## config.mk

```make
export PLATFORM = sky130hd
export DESIGN_NAME = tetron_placer
export DESIGN_NICKNAME = d
export VERILOG_FILES = /design/src/rtl/tetron_placer_pkg.sv /design/src/rtl/tetron_placer_cell_addr.sv /design/src/rtl/tetron_placer.sv
export SDC_FILE = /design/constraint.sdc
export NUM_CORES = 1
export LEC_CHECK = 0
export CORE_MARGIN = 2
export CORE_UTILIZATION = 50
export CTS_CLUSTER_SIZE = 40
export DETAILED_ROUTE_END_ITERATION = 12
export PLACE_DENSITY_LB_ADDON = 0.08
export SYNTH_ARGS = -nofsm -noshare
export SYNTH_HDL_FRONTEND = slang
export SYNTH_SLANG_ARGS = --single-unit
```

## constraint.sdc

```tcl
create_clock -name clk -period 5.5 [get_ports clk]
set_input_delay 1.375 -clock clk [delete_from_list [all_inputs] [get_ports clk]]
set_output_delay 1.375 -clock clk [all_outputs]
set_load 0.02 [all_outputs]
```

## src/rtl/tetron_placer_pkg.sv

```systemverilog
// ============================================================================
// Module : tetron_placer_pkg
// Brief  : Shared opcodes and FSM state encoding for the tetron placer.
// Rev    : 1.0  initial release
// ============================================================================
`default_nettype none

package tetron_placer_pkg;

    localparam int FIELD_W_DEF = 10;
    localparam int FIELD_H_DEF = 20;

    typedef enum logic [1:0] {
        OP_CHECK  = 2'b00,
        OP_COMMIT = 2'b01,
        OP_ERASE  = 2'b10,
        OP_CHECK2 = 2'b11
    } op_t;

    typedef enum logic [2:0] {
        ST_IDLE   = 3'd0,
        ST_RD     = 3'd1,
        ST_RDLAST = 3'd2,
        ST_WR     = 3'd3,
        ST_DONE   = 3'd4
    } state_t;

endpackage

`default_nettype wire

```

## src/rtl/tetron_placer_cell_addr.sv

```systemverilog
// ============================================================================
// Module : tetron_cell_addr
// Brief  : Anchor + sign-extended offset for one cell, with playfield bounds check.
// Rev    : 1.0  initial release
// ============================================================================
`default_nettype none

module tetron_cell_addr #(
    parameter int FIELD_W = 10,
    parameter int FIELD_H = 20,
    parameter int OFS_W   = 5
) (
    input  logic [OFS_W-1:0] anchor_row,
    input  logic [OFS_W-1:0] anchor_col,
    input  logic [OFS_W-1:0] voffset,
    input  logic [OFS_W-1:0] hoffset,
    output logic [4:0]       row,
    output logic [3:0]       col,
    output logic             inb
);

    localparam int SW = OFS_W + 1;
    localparam logic signed [SW-1:0] c_row_lim = SW'(FIELD_H);
    localparam logic signed [SW-1:0] c_col_lim = SW'(FIELD_W);

    logic signed [SW-1:0] w_r;
    logic signed [SW-1:0] w_c;

    // One extra bit keeps negative results negative instead of wrapping high.
    assign w_r = $signed({1'b0, anchor_row}) + $signed({voffset[OFS_W-1], voffset});
    assign w_c = $signed({1'b0, anchor_col}) + $signed({hoffset[OFS_W-1], hoffset});

    assign inb = !w_r[SW-1] && (w_r < c_row_lim) && !w_c[SW-1] && (w_c < c_col_lim);
    assign row = w_r[4:0];
    assign col = w_c[3:0];

endmodule

`default_nettype wire

```

## src/rtl/tetron_placer.sv

```systemverilog
// ============================================================================
// Module : tetron_placer
// Brief  : Bounds-checks and collision-checks a four-block piece against the
//          playfield RAM; COMMIT writes the piece colour when no collision.
//          Define TETRON_PLACER_ERASE_EN to enable the op=10 erase path.
// Rev    : 1.0  initial release
// ============================================================================
`default_nettype none

module tetron_placer
    import tetron_placer_pkg::*;
#(
    parameter int FIELD_W = FIELD_W_DEF,
    parameter int FIELD_H = FIELD_H_DEF,
    parameter int OFS_W   = 5,
    parameter int COLOR_W = 3
) (
    input  logic               clk,
    input  logic               rst_n,
    input  logic               req,
    input  logic [1:0]         op,
    input  logic [OFS_W-1:0]   anchor_row,
    input  logic [OFS_W-1:0]   anchor_col,
    input  logic [OFS_W-1:0]   blk1_voffset,
    input  logic [OFS_W-1:0]   blk1_hoffset,
    input  logic [OFS_W-1:0]   blk2_voffset,
    input  logic [OFS_W-1:0]   blk2_hoffset,
    input  logic [OFS_W-1:0]   blk3_voffset,
    input  logic [OFS_W-1:0]   blk3_hoffset,
    input  logic [OFS_W-1:0]   blk4_voffset,
    input  logic [OFS_W-1:0]   blk4_hoffset,
    input  logic [COLOR_W-1:0] color,
    output logic               busy,
    output logic               done,
    output logic               collide,
    output logic               fld_rd_en,
    output logic               fld_we,
    output logic [4:0]         fld_row,
    output logic [3:0]         fld_col,
    input  logic [COLOR_W-1:0] fld_rdata,
    output logic [COLOR_W-1:0] fld_wdata
);

    state_t             r_state;
    logic [1:0]         r_idx;
    logic               r_commit;
    logic               r_erase;
    logic               r_rd_pend;
    logic [OFS_W-1:0]   r_arow;
    logic [OFS_W-1:0]   r_acol;
    logic [OFS_W-1:0]   r_voff [4];
    logic [OFS_W-1:0]   r_hoff [4];
    logic [COLOR_W-1:0] r_color;

    logic               w_erase_req;
    logic               w_hit;
    logic [4:0]         w_row;
    logic [3:0]         w_col;
    logic               w_inb;

`ifdef TETRON_PLACER_ERASE_EN
    assign w_erase_req = (op == OP_ERASE);
`else
    assign w_erase_req = 1'b0;
`endif

    // Read data belongs to the slot issued in the previous cycle.
    assign w_hit = r_rd_pend && (fld_rdata != {COLOR_W{1'b0}});

    tetron_cell_addr #(
        .FIELD_W (FIELD_W),
        .FIELD_H (FIELD_H),
        .OFS_W   (OFS_W)
    ) u_cell_addr (
        .anchor_row (r_arow),
        .anchor_col (r_acol),
        .voffset    (r_voff[r_idx]),
        .hoffset    (r_hoff[r_idx]),
        .row        (w_row),
        .col        (w_col),
        .inb        (w_inb)
    );

    always_comb begin
        fld_rd_en = 1'b0;
        fld_we    = 1'b0;
        fld_row   = 5'd0;
        fld_col   = 4'd0;
        fld_wdata = {COLOR_W{1'b0}};
        if (r_state == ST_RD) begin
            fld_rd_en = w_inb;
            if (w_inb) begin
                fld_row = w_row;
                fld_col = w_col;
            end
        end else if (r_state == ST_WR) begin
            fld_we    = w_inb;
            fld_wdata = r_erase ? {COLOR_W{1'b0}} : r_color;
            if (w_inb) begin
                fld_row = w_row;
                fld_col = w_col;
            end
        end
    end

    always_ff @(posedge clk or negedge rst_n) begin
        if (!rst_n) begin
            r_state   <= ST_IDLE;
            r_idx     <= 2'd0;
            r_commit  <= 1'b0;
            r_erase   <= 1'b0;
            r_rd_pend <= 1'b0;
            r_arow    <= '0;
            r_acol    <= '0;
            r_color   <= '0;
            for (int i = 0; i < 4; i++) begin
                r_voff[i] <= '0;
                r_hoff[i] <= '0;
            end
            busy      <= 1'b0;
            done      <= 1'b0;
            collide   <= 1'b0;
        end else begin
            done <= 1'b0;
            case (r_state)
                ST_IDLE: begin
                    if (req) begin
                        r_commit  <= (op == OP_COMMIT);
                        r_erase   <= w_erase_req;
                        r_arow    <= anchor_row;
                        r_acol    <= anchor_col;
                        r_voff[0] <= blk1_voffset;
                        r_hoff[0] <= blk1_hoffset;
                        r_voff[1] <= blk2_voffset;
                        r_hoff[1] <= blk2_hoffset;
                        r_voff[2] <= blk3_voffset;
                        r_hoff[2] <= blk3_hoffset;
                        r_voff[3] <= blk4_voffset;
                        r_hoff[3] <= blk4_hoffset;
                        r_color   <= color;
                        r_idx     <= 2'd0;
                        r_rd_pend <= 1'b0;
                        collide   <= 1'b0;
                        busy      <= 1'b1;
                        r_state   <= w_erase_req ? ST_WR : ST_RD;
                    end
                end
                ST_RD: begin
                    r_rd_pend <= w_inb;
                    if (!w_inb || w_hit) begin
                        collide <= 1'b1;
                    end
                    r_idx <= r_idx + 2'd1;
                    if (r_idx == 2'd3) begin
                        r_state <= ST_RDLAST;
                    end
                end
                ST_RDLAST: begin
                    r_rd_pend <= 1'b0;
                    if (w_hit) begin
                        collide <= 1'b1;
                    end
                    if (r_commit && !collide && !w_hit) begin
                        r_state <= ST_WR;
                    end else begin
                        r_state <= ST_DONE;
                        done    <= 1'b1;
                    end
                end
                ST_WR: begin
                    r_idx <= r_idx + 2'd1;
                    if (r_idx == 2'd3) begin
                        r_state <= ST_DONE;
                        done    <= 1'b1;
                    end
                end
                ST_DONE: begin
                    busy    <= 1'b0;
                    r_state <= ST_IDLE;
                end
                default: begin
                    busy    <= 1'b0;
                    r_state <= ST_IDLE;
                end
            endcase
        end
    end

endmodule

`default_nettype wire
```

==> flow_summary.toml <==
[clock_network]
cts_root_buf = "clkbuf_8"
hold_buffers = 0
cts_tree = "built"
cts_made_buffers = 9
cts_setup_buffers = 0
cts_num_sinks = 63
cts.clk_slew.worst_paths_ns = 0.07
h-tree-depth = 3
clockBufferDepth = 2
cts_resized = 0
insertion_delay_ns = 0.34

[setup_path]
crit_type = "reg2out"
cp_data_arrival_time_ns = 3.78
worstSetupStartpointType = "flip-flop"
required_ns = 4.12
critPathMaxFanout = 10
critPathCaptureType = "output port"

[cells_and_area]
synthToLayoutAreaGrowth_pct = 32.54
fillerInstances = 472
final_nets = 391
antenna_cells = 0
drive_above_1_share_pct = 28.57

[synth]
synth_cell_types = 41
syn_nets = 311
syn_area_um2 = 3196
syn_inst = 237
synthArstFlopShare_pct = 100.0
synth_ff_type = "dfrtp_1"
syn_area_per_cell_um2 = 13.48
yosysSeqAreaShare_pct = 49.33
synth_edf_count = 0
synth-warning-count = 0
ys_ff_latch = 63

[outcome]
status = "complete, no violations"

[detailed_routing]
first_pass_iters = 4
drc_errors = 0
vias = 2121
avgRoutedWirePerCell_um = 15.83
drtIter0Drc = 75
routed_wl_um = 6316
via_per_inst = 5.316
antenna_left = 0

[die]
io_pins = 78
core-area_um2 = 6277
die_h_um = 83.95
dieArea_um2 = 7047
initial_core_util_pct = 50.91
die_width_um = 83.95
rows = 29

[global_routing]
grt_overflow_total = 0
antenna_found_initial = 0
grt_pass1_wl_um = 10580
grt_max_degree = 64
grt_pass1_vias = 2226
track_usage_pct = 19.76

[min_path]
min_path_type = "reg2reg"

[sta]
skew_ns = 0.008791
fmax_ghz = 0.1938
hold_violations = 0
fin_setup_tns_ns = 0
relSlewSlack_pct = 42.75
worst_pin_slew_ns = 0.8552
period_needed_ns = 5.160
rsz0062_at_grt = "false"
slew_viol_final = 0
period_share_pct = 93.82
setup_viol = 0

[pwr]
powerDensity_nw_per_um2 = 655.0
cellLeakagePower_nw = 1.765
design_power_total_mw = 2.774
max-vdd-ir-drop_mv = 0.3735

[place]
place_congestion = 0.8267
io_buffers = 77
dp_hpwl_um = 4571

[run]
drv_cap = 0
==> cell type report <==
class / count / area, µm² / area share, %
clock buffer: 9 / 123.9 / 2.925
clock inverter: 7 / 73.82 / 1.743
inverter: 7 / 26.28 / 0.6204
multi-input combinational: 156 / 1536 / 36.28
sequential: 63 / 1578 / 37.25
tap: 77 / 96.34 / 2.275
timing repair buffer: 80 / 800.8 / 18.91
==> cells in the final DEF, fill, tap and decap left out, types with 3 or more instances in the layout <==
cell	count
a211oi_1	3
a21oi_1	6
and2_1	3
and3_1	8
clkbuf_8	9
clkdlybuf4s50_1	76
clkinvlp_4	4
dfrtp_1	62
ha_1	11
inv_1	7
mux2_1	3
mux2_2	49
mux4_2	10
nand2_1	6
nand2b_1	3
nand3b_1	3
nor2_1	13
o21ai_0	5
xor2_1	5
==> critical path: stages (launching register included) <==
cell and delay (ns):
dfrtp_2 0.58, mux4_2 0.57, ha_1 0.31, a211oi_2 0.28
nor3b_2 0.11, o22ai_2 0.16, xor2_2 0.30, nand4_2 0.27
nor2_1 0.21, clkdlybuf4s50_1 0.63
==> cells by family (layout without fill, tap and decap cells) <==
kind of cell	after synthesis	in the layout	share of synthesized area, %
AOI/OAI and AO/OA	25	25	5.364
xor gates and xnor gates	7	7	2.154
DFF	63	63	49.33
buffers and inverters	18	103	2.584
muxes	63	63	25.69
adders and majority gates	13	13	5.560
and+or+nand+nor	48	48	9.319
==> power breakdown <==
group	switching, mW	internal [mW]
clock	0.192	0.209
combinational	0.703	0.801
sequential	0.177	0.692
==> through the flow <==
step,setup WS (ns),instance area [µm²],instances,hold WS [ns],utilization (%)
after global routing,0.1229,4235,399,0.5109,67.47
after floorplan,1.215,3196,237,0.4524,-
after global placement,0.5391,4036,383,0.4666,64.30
final,0.3402,4235,399,0.4867,67.47
after detailed placement,0.4982,4036,383,0.4723,64.30
after CTS,0.08093,4234,399,0.4902,67.45
==> final timing paths <==
kind | from | slack, ns | to | cells past startpoint
hold reg to reg | r_voff[9]$_DFFE_PN0P_ | 0.49 | r_voff[9]$_DFFE_PN0P_ | 1
hold / removal | r_voff[9]$_DFFE_PN0P_ | 0.49 | r_voff[9]$_DFFE_PN0P_ | 1
min in group asynchronous | rst_n | 1.19 | r_voff[2]$_DFFE_PN0P_ | 2
setup / recovery | r_idx[0]$_DFFE_PN0P_ | 0.34 | fld_col[1] | 9
max in group asynchronous | rst_n | 3.75 | r_idx[0]$_DFFE_PN0P_ | 2
setup reg to reg | r_idx[0]$_DFFE_PN0P_ | 2.64 | r_rd_pend$_DFFE_PN0P_ | 8
==> registers in the layout, summed over array words and instances (netlist names) <==
name,count
r_acol,5
r_voff,20
busy,1
r_color,3
r_commit,1
r_hoff,20
r_arow,5
done,1
r_state,3
r_idx,2
r_rd_pend,1
collide,1
==> Yosys cell counts, types with 3 or more instances <==
master / number / area, µm²
buf_2: 6 / 30.03
nand3b_1: 3 / 22.52
clkbuf_1: 3 / 11.26
nand2_1: 6 / 22.52
mux4_2: 10 / 225.2
nand2b_1: 3 / 18.77
dfrtp_1: 63 / 1577
o21ai_0: 5 / 25.02
ha_1: 11 / 137.6
mux2_2: 49 / 551.8
a211oi_1: 3 / 22.52
inv_1: 7 / 26.28
mux2_1: 3 / 33.78
and3_1: 8 / 50.05
a21oi_1: 6 / 30.03
and2_1: 3 / 18.77
xor2_1: 5 / 43.79
nor2_1: 13 / 48.80
==> metal layers <==
layer	wire (µm)	track usage, %
met3	274	4.352
met2	3055	31.56
met5	0	0
met1	2842	25.44
met4	144	9.971
(Power assumes the default switching activity.)
